**config.mk**
```make
export PLATFORM = sky130hd
export DESIGN_NAME = sounder_frame_gen_flat
export DESIGN_NICKNAME = d
export VERILOG_FILES = /design/src/rtl/sounder_frame_gen_if.sv /design/src/rtl/sounder_frame_gen.sv /design/src/flat_wrapper.sv
export SDC_FILE = /design/constraint.sdc
export NUM_CORES = 1
export LEC_CHECK = 0
export BUFFER_PORTS_ARGS = -buffer_cell sky130_fd_sc_hd__buf_2
export CORE_ASPECT_RATIO = 1.4
export CORE_UTILIZATION = 50
export CTS_CLUSTER_SIZE = 12
export DETAILED_ROUTE_END_ITERATION = 12
export PLACE_DENSITY = 0.71
export SLEW_MARGIN = 0
export SYNTH_ARGS = -nofsm -noshare
export SYNTH_HDL_FRONTEND = slang
export SYNTH_SLANG_ARGS = --single-unit
export TNS_END_PERCENT = 50
```
**constraint.sdc**
```tcl
create_clock -name aclk -period 7.55 [get_ports aclk]
set_input_delay 0.3775 -clock aclk [delete_from_list [all_inputs] [get_ports aclk]]
set_output_delay 0.3775 -clock aclk [all_outputs]
set_load 0.03 [all_outputs]
```
**src/rtl/sounder_frame_gen_if.sv**
```systemverilog
// Control and AXI-Stream sample bus of the channel-sounder frame generator.
// master = generator side, slave = controller / DSP consumer side.
interface sounder_frame_gen_if #(
  parameter int DATA_W = 16
);
  logic              start;
  logic              stop;
  logic [15:0]       frame_count;
  logic [DATA_W-1:0] m_axis_tdata;
  logic              m_axis_tvalid;
  logic              m_axis_tready;
  logic              m_axis_tlast;
  logic              busy;
  logic              run_done;

  modport master (
    input  start, stop, frame_count, m_axis_tready,
    output m_axis_tdata, m_axis_tvalid, m_axis_tlast, busy, run_done
  );

  modport slave (
    output start, stop, frame_count, m_axis_tready,
    input  m_axis_tdata, m_axis_tvalid, m_axis_tlast, busy, run_done
  );
endinterface

```
**src/rtl/sounder_frame_gen.sv**
```systemverilog
// Frame source: SEQ_LEN BPSK m-sequence samples then GUARD_LEN zeros, repeated per run.
// 1-cycle start latency; registered outputs hold while tvalid && !tready, no bubbles inside a run.
module sounder_frame_gen #(
  parameter int                       DATA_W    = 16,
  parameter int                       SEQ_LEN   = 32,
  parameter int                       GUARD_LEN = 8,
  parameter int                       LFSR_W    = 7,
  parameter logic [LFSR_W-1:0]        LFSR_TAPS = 7'h60,
  parameter logic [LFSR_W-1:0]        LFSR_SEED = 7'h7F,
  parameter logic signed [DATA_W-1:0] AMP       = 16'sd8192
) (
  input  logic                 aclk,
  input  logic                 areset,
  sounder_frame_gen_if.master  bus
);

  localparam int TOTAL = SEQ_LEN + GUARD_LEN;
  localparam int IDX_W = (TOTAL > 1) ? $clog2(TOTAL) : 1;
  localparam logic [IDX_W-1:0] LAST_IDX = IDX_W'(TOTAL - 1);
  localparam logic [IDX_W-1:0] SEQ_END  = IDX_W'(SEQ_LEN - 1);

  typedef enum logic [1:0] {IDLE, SEQ, GUARD} state_t;

  function automatic logic [LFSR_W-1:0] lfsr_step(input logic [LFSR_W-1:0] l);
    return {l[LFSR_W-2:0], ^(l & LFSR_TAPS)};
  endfunction

  function automatic logic [DATA_W-1:0] bpsk(input logic [LFSR_W-1:0] l);
    return l[LFSR_W-1] ? AMP : -AMP;
  endfunction

  state_t              r_state;
  logic [IDX_W-1:0]    r_idx;
  logic [LFSR_W-1:0]   r_lfsr;
  logic [15:0]         r_frames_sent;
  logic [15:0]         r_frame_count;
  logic                r_stop;
  logic [DATA_W-1:0]   r_tdata;
  logic                r_tvalid;
  logic                r_tlast;
  logic                r_busy;
  logic                r_run_done;

  logic                w_xfer;
  logic                w_last;
  logic [IDX_W-1:0]    w_idx_nxt;
  logic [LFSR_W-1:0]   w_lfsr_nxt;
  logic                w_in_seq_nxt;
  logic [15:0]         w_frames_nxt;
  logic                w_run_end;

  // r_idx/r_lfsr describe the beat currently presented; the next beat is prepared on transfer.
  assign w_xfer       = r_tvalid & bus.m_axis_tready;
  assign w_last       = (r_idx == LAST_IDX);
  assign w_idx_nxt    = r_idx + IDX_W'(1);
  assign w_lfsr_nxt   = (r_state == SEQ) ? lfsr_step(r_lfsr) : r_lfsr;
  assign w_in_seq_nxt = (r_idx < SEQ_END);
  assign w_frames_nxt = r_frames_sent + 16'd1;
  assign w_run_end    = r_stop | bus.stop |
                        ((r_frame_count != 16'd0) && (w_frames_nxt == r_frame_count));

  always_ff @(posedge aclk or posedge areset) begin
    if (areset) begin
      r_state       <= IDLE;
      r_idx         <= '0;
      r_lfsr        <= LFSR_SEED;
      r_frames_sent <= '0;
      r_frame_count <= '0;
      r_stop        <= 1'b0;
      r_tdata       <= '0;
      r_tvalid      <= 1'b0;
      r_tlast       <= 1'b0;
      r_busy        <= 1'b0;
      r_run_done    <= 1'b0;
    end else begin
      r_run_done <= 1'b0;
      case (r_state)
        IDLE: begin
          r_stop <= 1'b0;
          if (bus.start) begin
            r_state       <= SEQ;
            r_idx         <= '0;
            r_lfsr        <= LFSR_SEED;
            r_frames_sent <= '0;
            r_frame_count <= bus.frame_count;
            r_tdata       <= bpsk(LFSR_SEED);
            r_tvalid      <= 1'b1;
            r_tlast       <= (LAST_IDX == '0);
            r_busy        <= 1'b1;
          end
        end
        SEQ, GUARD: begin
          if (bus.stop) r_stop <= 1'b1;
          if (w_xfer) begin
            if (!w_last) begin
              r_idx   <= w_idx_nxt;
              r_lfsr  <= w_lfsr_nxt;
              r_tlast <= (w_idx_nxt == LAST_IDX);
              if (w_in_seq_nxt) begin
                r_state <= SEQ;
                r_tdata <= bpsk(w_lfsr_nxt);
              end else begin
                r_state <= GUARD;
                r_tdata <= '0;
              end
            end else begin
              r_frames_sent <= w_frames_nxt;
              r_idx         <= '0;
              r_lfsr        <= LFSR_SEED;
              if (w_run_end) begin
                r_state    <= IDLE;
                r_tdata    <= '0;
                r_tvalid   <= 1'b0;
                r_tlast    <= 1'b0;
                r_busy     <= 1'b0;
                r_run_done <= 1'b1;
                r_stop     <= 1'b0;
              end else begin
                // Next frame starts on the very next cycle so there is no bubble.
                r_state <= SEQ;
                r_tdata <= bpsk(LFSR_SEED);
                r_tlast <= (LAST_IDX == '0);
              end
            end
          end
        end
        default: r_state <= IDLE;
      endcase
    end
  end

  assign bus.m_axis_tdata  = r_tdata;
  assign bus.m_axis_tvalid = r_tvalid;
  assign bus.m_axis_tlast  = r_tlast;
  assign bus.busy          = r_busy;
  assign bus.run_done      = r_run_done;

endmodule

```
**src/flat_wrapper.sv**
```systemverilog
// flat-port wrapper written by rule: the top's interface ports become plain ports
module sounder_frame_gen_flat 
#(
  parameter int                       DATA_W    = 16,
  parameter int                       SEQ_LEN   = 32,
  parameter int                       GUARD_LEN = 8,
  parameter int                       LFSR_W    = 7,
  parameter logic [LFSR_W-1:0]        LFSR_TAPS = 7'h60,
  parameter logic [LFSR_W-1:0]        LFSR_SEED = 7'h7F,
  parameter logic signed [DATA_W-1:0] AMP       = 16'sd8192
)
  (aclk, areset, bus_start, bus_stop, bus_frame_count, bus_m_axis_tready, bus_m_axis_tdata, bus_m_axis_tvalid, bus_m_axis_tlast, bus_busy, bus_run_done);
  sounder_frame_gen_if #(.DATA_W(DATA_W)) bus_i ();
  input  logic aclk;
  input  logic areset;
  input wire logic [$bits(bus_i.start)-1:0] bus_start;
  input wire logic [$bits(bus_i.stop)-1:0] bus_stop;
  input wire logic [$bits(bus_i.frame_count)-1:0] bus_frame_count;
  input wire logic [$bits(bus_i.m_axis_tready)-1:0] bus_m_axis_tready;
  output wire logic [$bits(bus_i.m_axis_tdata)-1:0] bus_m_axis_tdata;
  output wire logic [$bits(bus_i.m_axis_tvalid)-1:0] bus_m_axis_tvalid;
  output wire logic [$bits(bus_i.m_axis_tlast)-1:0] bus_m_axis_tlast;
  output wire logic [$bits(bus_i.busy)-1:0] bus_busy;
  output wire logic [$bits(bus_i.run_done)-1:0] bus_run_done;
  assign bus_i.start = bus_start;
  assign bus_i.stop = bus_stop;
  assign bus_i.frame_count = bus_frame_count;
  assign bus_i.m_axis_tready = bus_m_axis_tready;
  assign bus_m_axis_tdata = bus_i.m_axis_tdata;
  assign bus_m_axis_tvalid = bus_i.m_axis_tvalid;
  assign bus_m_axis_tlast = bus_i.m_axis_tlast;
  assign bus_busy = bus_i.busy;
  assign bus_run_done = bus_i.run_done;
  sounder_frame_gen #(.DATA_W(DATA_W), .SEQ_LEN(SEQ_LEN), .GUARD_LEN(GUARD_LEN), .LFSR_W(LFSR_W), .LFSR_TAPS(LFSR_TAPS), .LFSR_SEED(LFSR_SEED), .AMP(AMP)) u_core (.aclk(aclk), .areset(areset), .bus(bus_i));
endmodule
```
==> metrics.txt <==
Comb power frac between 30% and 40%; FP Rows 34; synth cell count leaders dfrtp_1 (46), nand2_1 (36), o21ai_0 (34); slack of the worst reg-to-reg path 4.76 ns; CTS Buf Count 5; synth top area cells dfrtp_1 (36%), mux2_2 (6.0%), dfstp_2 (5.8%); worst endpoint data arrival time 3.02 ns; Worst slew margin between 20% and 30%; EDFF count, synth 0; crit end category register; first-pass GRT wire length ~11,000 um; Worst EP required 7.78 ns; sequential-to-total area share from yosys stat around two fifths; Yosys cell types 52; Peak supply drop around 0.00015 V; routed vias between 2,000 and 3,000; TritonCTS sink count 53; ANT nets after route 0; Overall Global Routing Usage between 20% and 30%; Synth Area in Compound Gates roughly 17%; WL per Instance ~15 um; total gr overflow 0; Mapped Cells between 300 and 400; asr flop ratio synth 100%; Setup crit start kind register; Mapped Area 3180 sq um; clk_lat worst skew 0.31 ns; Core Area 6170 sq um; DR DRC count 0; WHS Endpoint u_core.r_frame_count[6]$_DFFE_PP0P_; top-count cell post-synth dfrtp_1; Die H 96.4 um; synth warn 0; synthesized flop and latch total 53; Post-Layout Cell Count around 430; NetSw roughly 0.00039 W; fin nets 380; Min Clock Period, post-route roughly 2.8 ns; Fillers about 580; syn_area_per_cell 9.50 sq um; initial core utilization between 50 and 60%; Max Cap Viol 0; routability cong. around 0.9; Post-CTS Setup Bufs 0; antenna violations before repair 0; worst r2r src u_core.r_frames_sent[0]$_DFFE_PP0P_; CP max FO 7; CTS Buffer Depth 2; largest family of logic cells by synthesized area simple AND/OR/NAND/NOR gates; hold_buf cts 0; Vias/cell just under 6; CTS clk-pin slew, worst paths 0.09 ns; Hold Path Depth 2; Pwr Density 298 nW/um^2; final hold violations 0; Starting DRT DRC Count between 150 and 200; status finished clean; vias in the first global route approximately 2,300; Layout Area Growth over Synthesis 5.78%; CTS root buffer clkbuf_8; dpl hpwl roughly 4600 um; Slew Limit Fails 0; Internal Power 0.000617 W; CTS tree yes; Resize count post-CTS 0; Worst R2R Path Depth 8; worst min path class input port to register; Worst Tran Pin Value 1.09 ns; Reg power frac between 40 and 50%; H-tree levels 2; Worst Setup SP u_core.r_frames_sent[0]$_DFFE_PP0P_; Post-DP Area 3280 sq um; Total Wirelength about 6400 um; placed cell count between 400 and 500; hold path start bus_frame_count[6]; RSZ-0062 raised after global routing false; ys flop type dfrtp_1; Period Utilization, post-route roughly 37%; Synth Area in Adders around 2.8%; largest net degree at the start of global routing 54; Die Footprint about 6700 sq um; # diodes 0; mux cell area share after synthesis roughly 6%; top cell type by total area after synthesis dfrtp_1; crit path kind register to register; WHS 0.293 ns; Final Setup Violations 0; post-synthesis simple-gate area fraction 18.6%; Clock power frac roughly 16%; drt pass-1 iters 4; area fraction of the dominant cell type after synthesis a little over a third; R2R Path End u_core.bus.m_axis_tdata[13]$_DFFE_PP0P_; Design Area, Final around 3400 sq um; # port buffers 27; Reg area roughly 1300 sq um; layout cell share with drive strength beyond 1 ~20%; Leak ~1.4 nW; sw frac between 30 and 40%; clk_skew approximately 0.0046 ns; Die Wd 69.4 um; xor and xnor area share after synthesis 7.04%; Fmax achieved 358 MHz; Final TNS setup 0 ns; I/O pins 41; area of the multi-input gates between 1500 and 2000 sq um
-- power groups by stage --
stage / Combinational, W / Clock [W] / Sequential, W
final: 0.000391 / 0.000157 / 0.000456
after global routing: 0.000440 / 0.000169 / 0.000469
after CTS: 0.000392 / 0.000162 / 0.000456
after detailed placement: 0.000392 / 0 / 0.000461
after global placement: 0.000382 / 0 / 0.000458
after floorplan: 0.000323 / 0 / 0.000444
-- per-stage QoR --
step           setup slack [ns]  util [%]  power [W]
2_1_floorplan              5.10         -   0.000767
3_3_place_gp               4.84      53.2   0.000839
3_5_place_dp               4.82      53.2   0.000853
4_1_cts                    4.78      54.6    0.00101
5_1_grt                    4.59      54.6    0.00108
6_report                   4.76      54.6    0.00100
-- worst max-delay path by stage --
| stage | cells past startpoint | end |
|---|---|---|
| 2_1_floorplan | 8 | u_core.bus.busy$_DFFE_PP0P_ |
| 3_3_place_gp | 8 | u_core.bus.m_axis_tdata[13]$_DFFE_PP0P_ |
| 3_5_place_dp | 8 | u_core.bus.busy$_DFFE_PP0P_ |
| 4_1_cts | 8 | u_core.bus.m_axis_tdata[13]$_DFFE_PP0P_ |
| 5_1_grt | 8 | u_core.bus.busy$_DFFE_PP0P_ |
| 6_report | 8 | u_core.bus.m_axis_tdata[13]$_DFFE_PP0P_ |
-- cell families after synthesis --
| kind of cell | Yosys count |
|---|---|
| DFF | 53 |
| and+or+nand+nor | 112 |
| xor gates and xnor gates | 24 |
| other | 1 |
| adders and majority gates | 7 |
| muxes | 17 |
| AOI/OAI and AO/OA | 83 |
| buffers and inverters | 38 |
-- flip-flops by register name, indices dropped and copies added (netlist names), 2 cells and up --
signal and flops:
u_core.r_lfsr 7, u_core.bus.m_axis_tdata 2, u_core.r_frame_count 16, u_core.r_state 2, u_core.r_idx 6, u_core.r_frames_sent 16
-- placed cells by master (no fill, tap or decap), types with 2 or more instances in the layout --
| cell type | instances |
|---|---|
| ha_1 | 7 |
| xnor2_1 | 14 |
| and4_1 | 3 |
| or4_4 | 2 |
| o41ai_1 | 3 |
| a21oi_1 | 15 |
| nor3b_1 | 2 |
| a31oi_1 | 2 |
| and3_1 | 10 |
| clkinv_2 | 2 |
| conb_1 | 13 |
| inv_1 | 7 |
| nand2_1 | 36 |
| nand4_1 | 8 |
| o31ai_1 | 10 |
| and2_1 | 2 |
| nand3_1 | 8 |
| a211oi_1 | 3 |
| a31o_2 | 2 |
| nor4_1 | 7 |
| xor2_1 | 9 |
| o21ai_0 | 34 |
| dfstp_2 | 7 |
| dfrtp_1 | 46 |
| buf_2 | 27 |
| nor2_1 | 13 |
| nand2b_1 | 5 |
| mux2_2 | 17 |
| nor2b_1 | 4 |
| clkbuf_8 | 5 |
| nor3_1 | 6 |
| or3_1 | 2 |
-- cell type report --
class / instances / share of cell area (%)
clock buffer: 6 / 2.16
clock inverter: 2 / 0.297
inverter: 8 / 0.892
multi-input combinational: 256 / 50.1
sequential: 53 / 39.7
tap: 72 / 2.68
timing repair buffer: 28 / 4.24
-- layer usage --
metal	vias to the layer above	GRT usage (%)	wire length (um)
met3	10	2.49	268
met4	0	8.16	117
li1	1221	-	-
met1	1199	25.4	2760
met5	-	0	0
met2	79	36.7	3290
-- critical path: stages, from the launching register on --
cell and delay [ns]:
dfrtp_1 0.47, ha_1 0.33, nand3_1 0.23, or4_4 0.49, and3_1 0.20, o2111a_1 0.28, a311oi_2 0.35, nand2b_1 0.14
a32oi_1 0.23
No activity file was read; power rests on OpenSTA's default activity.
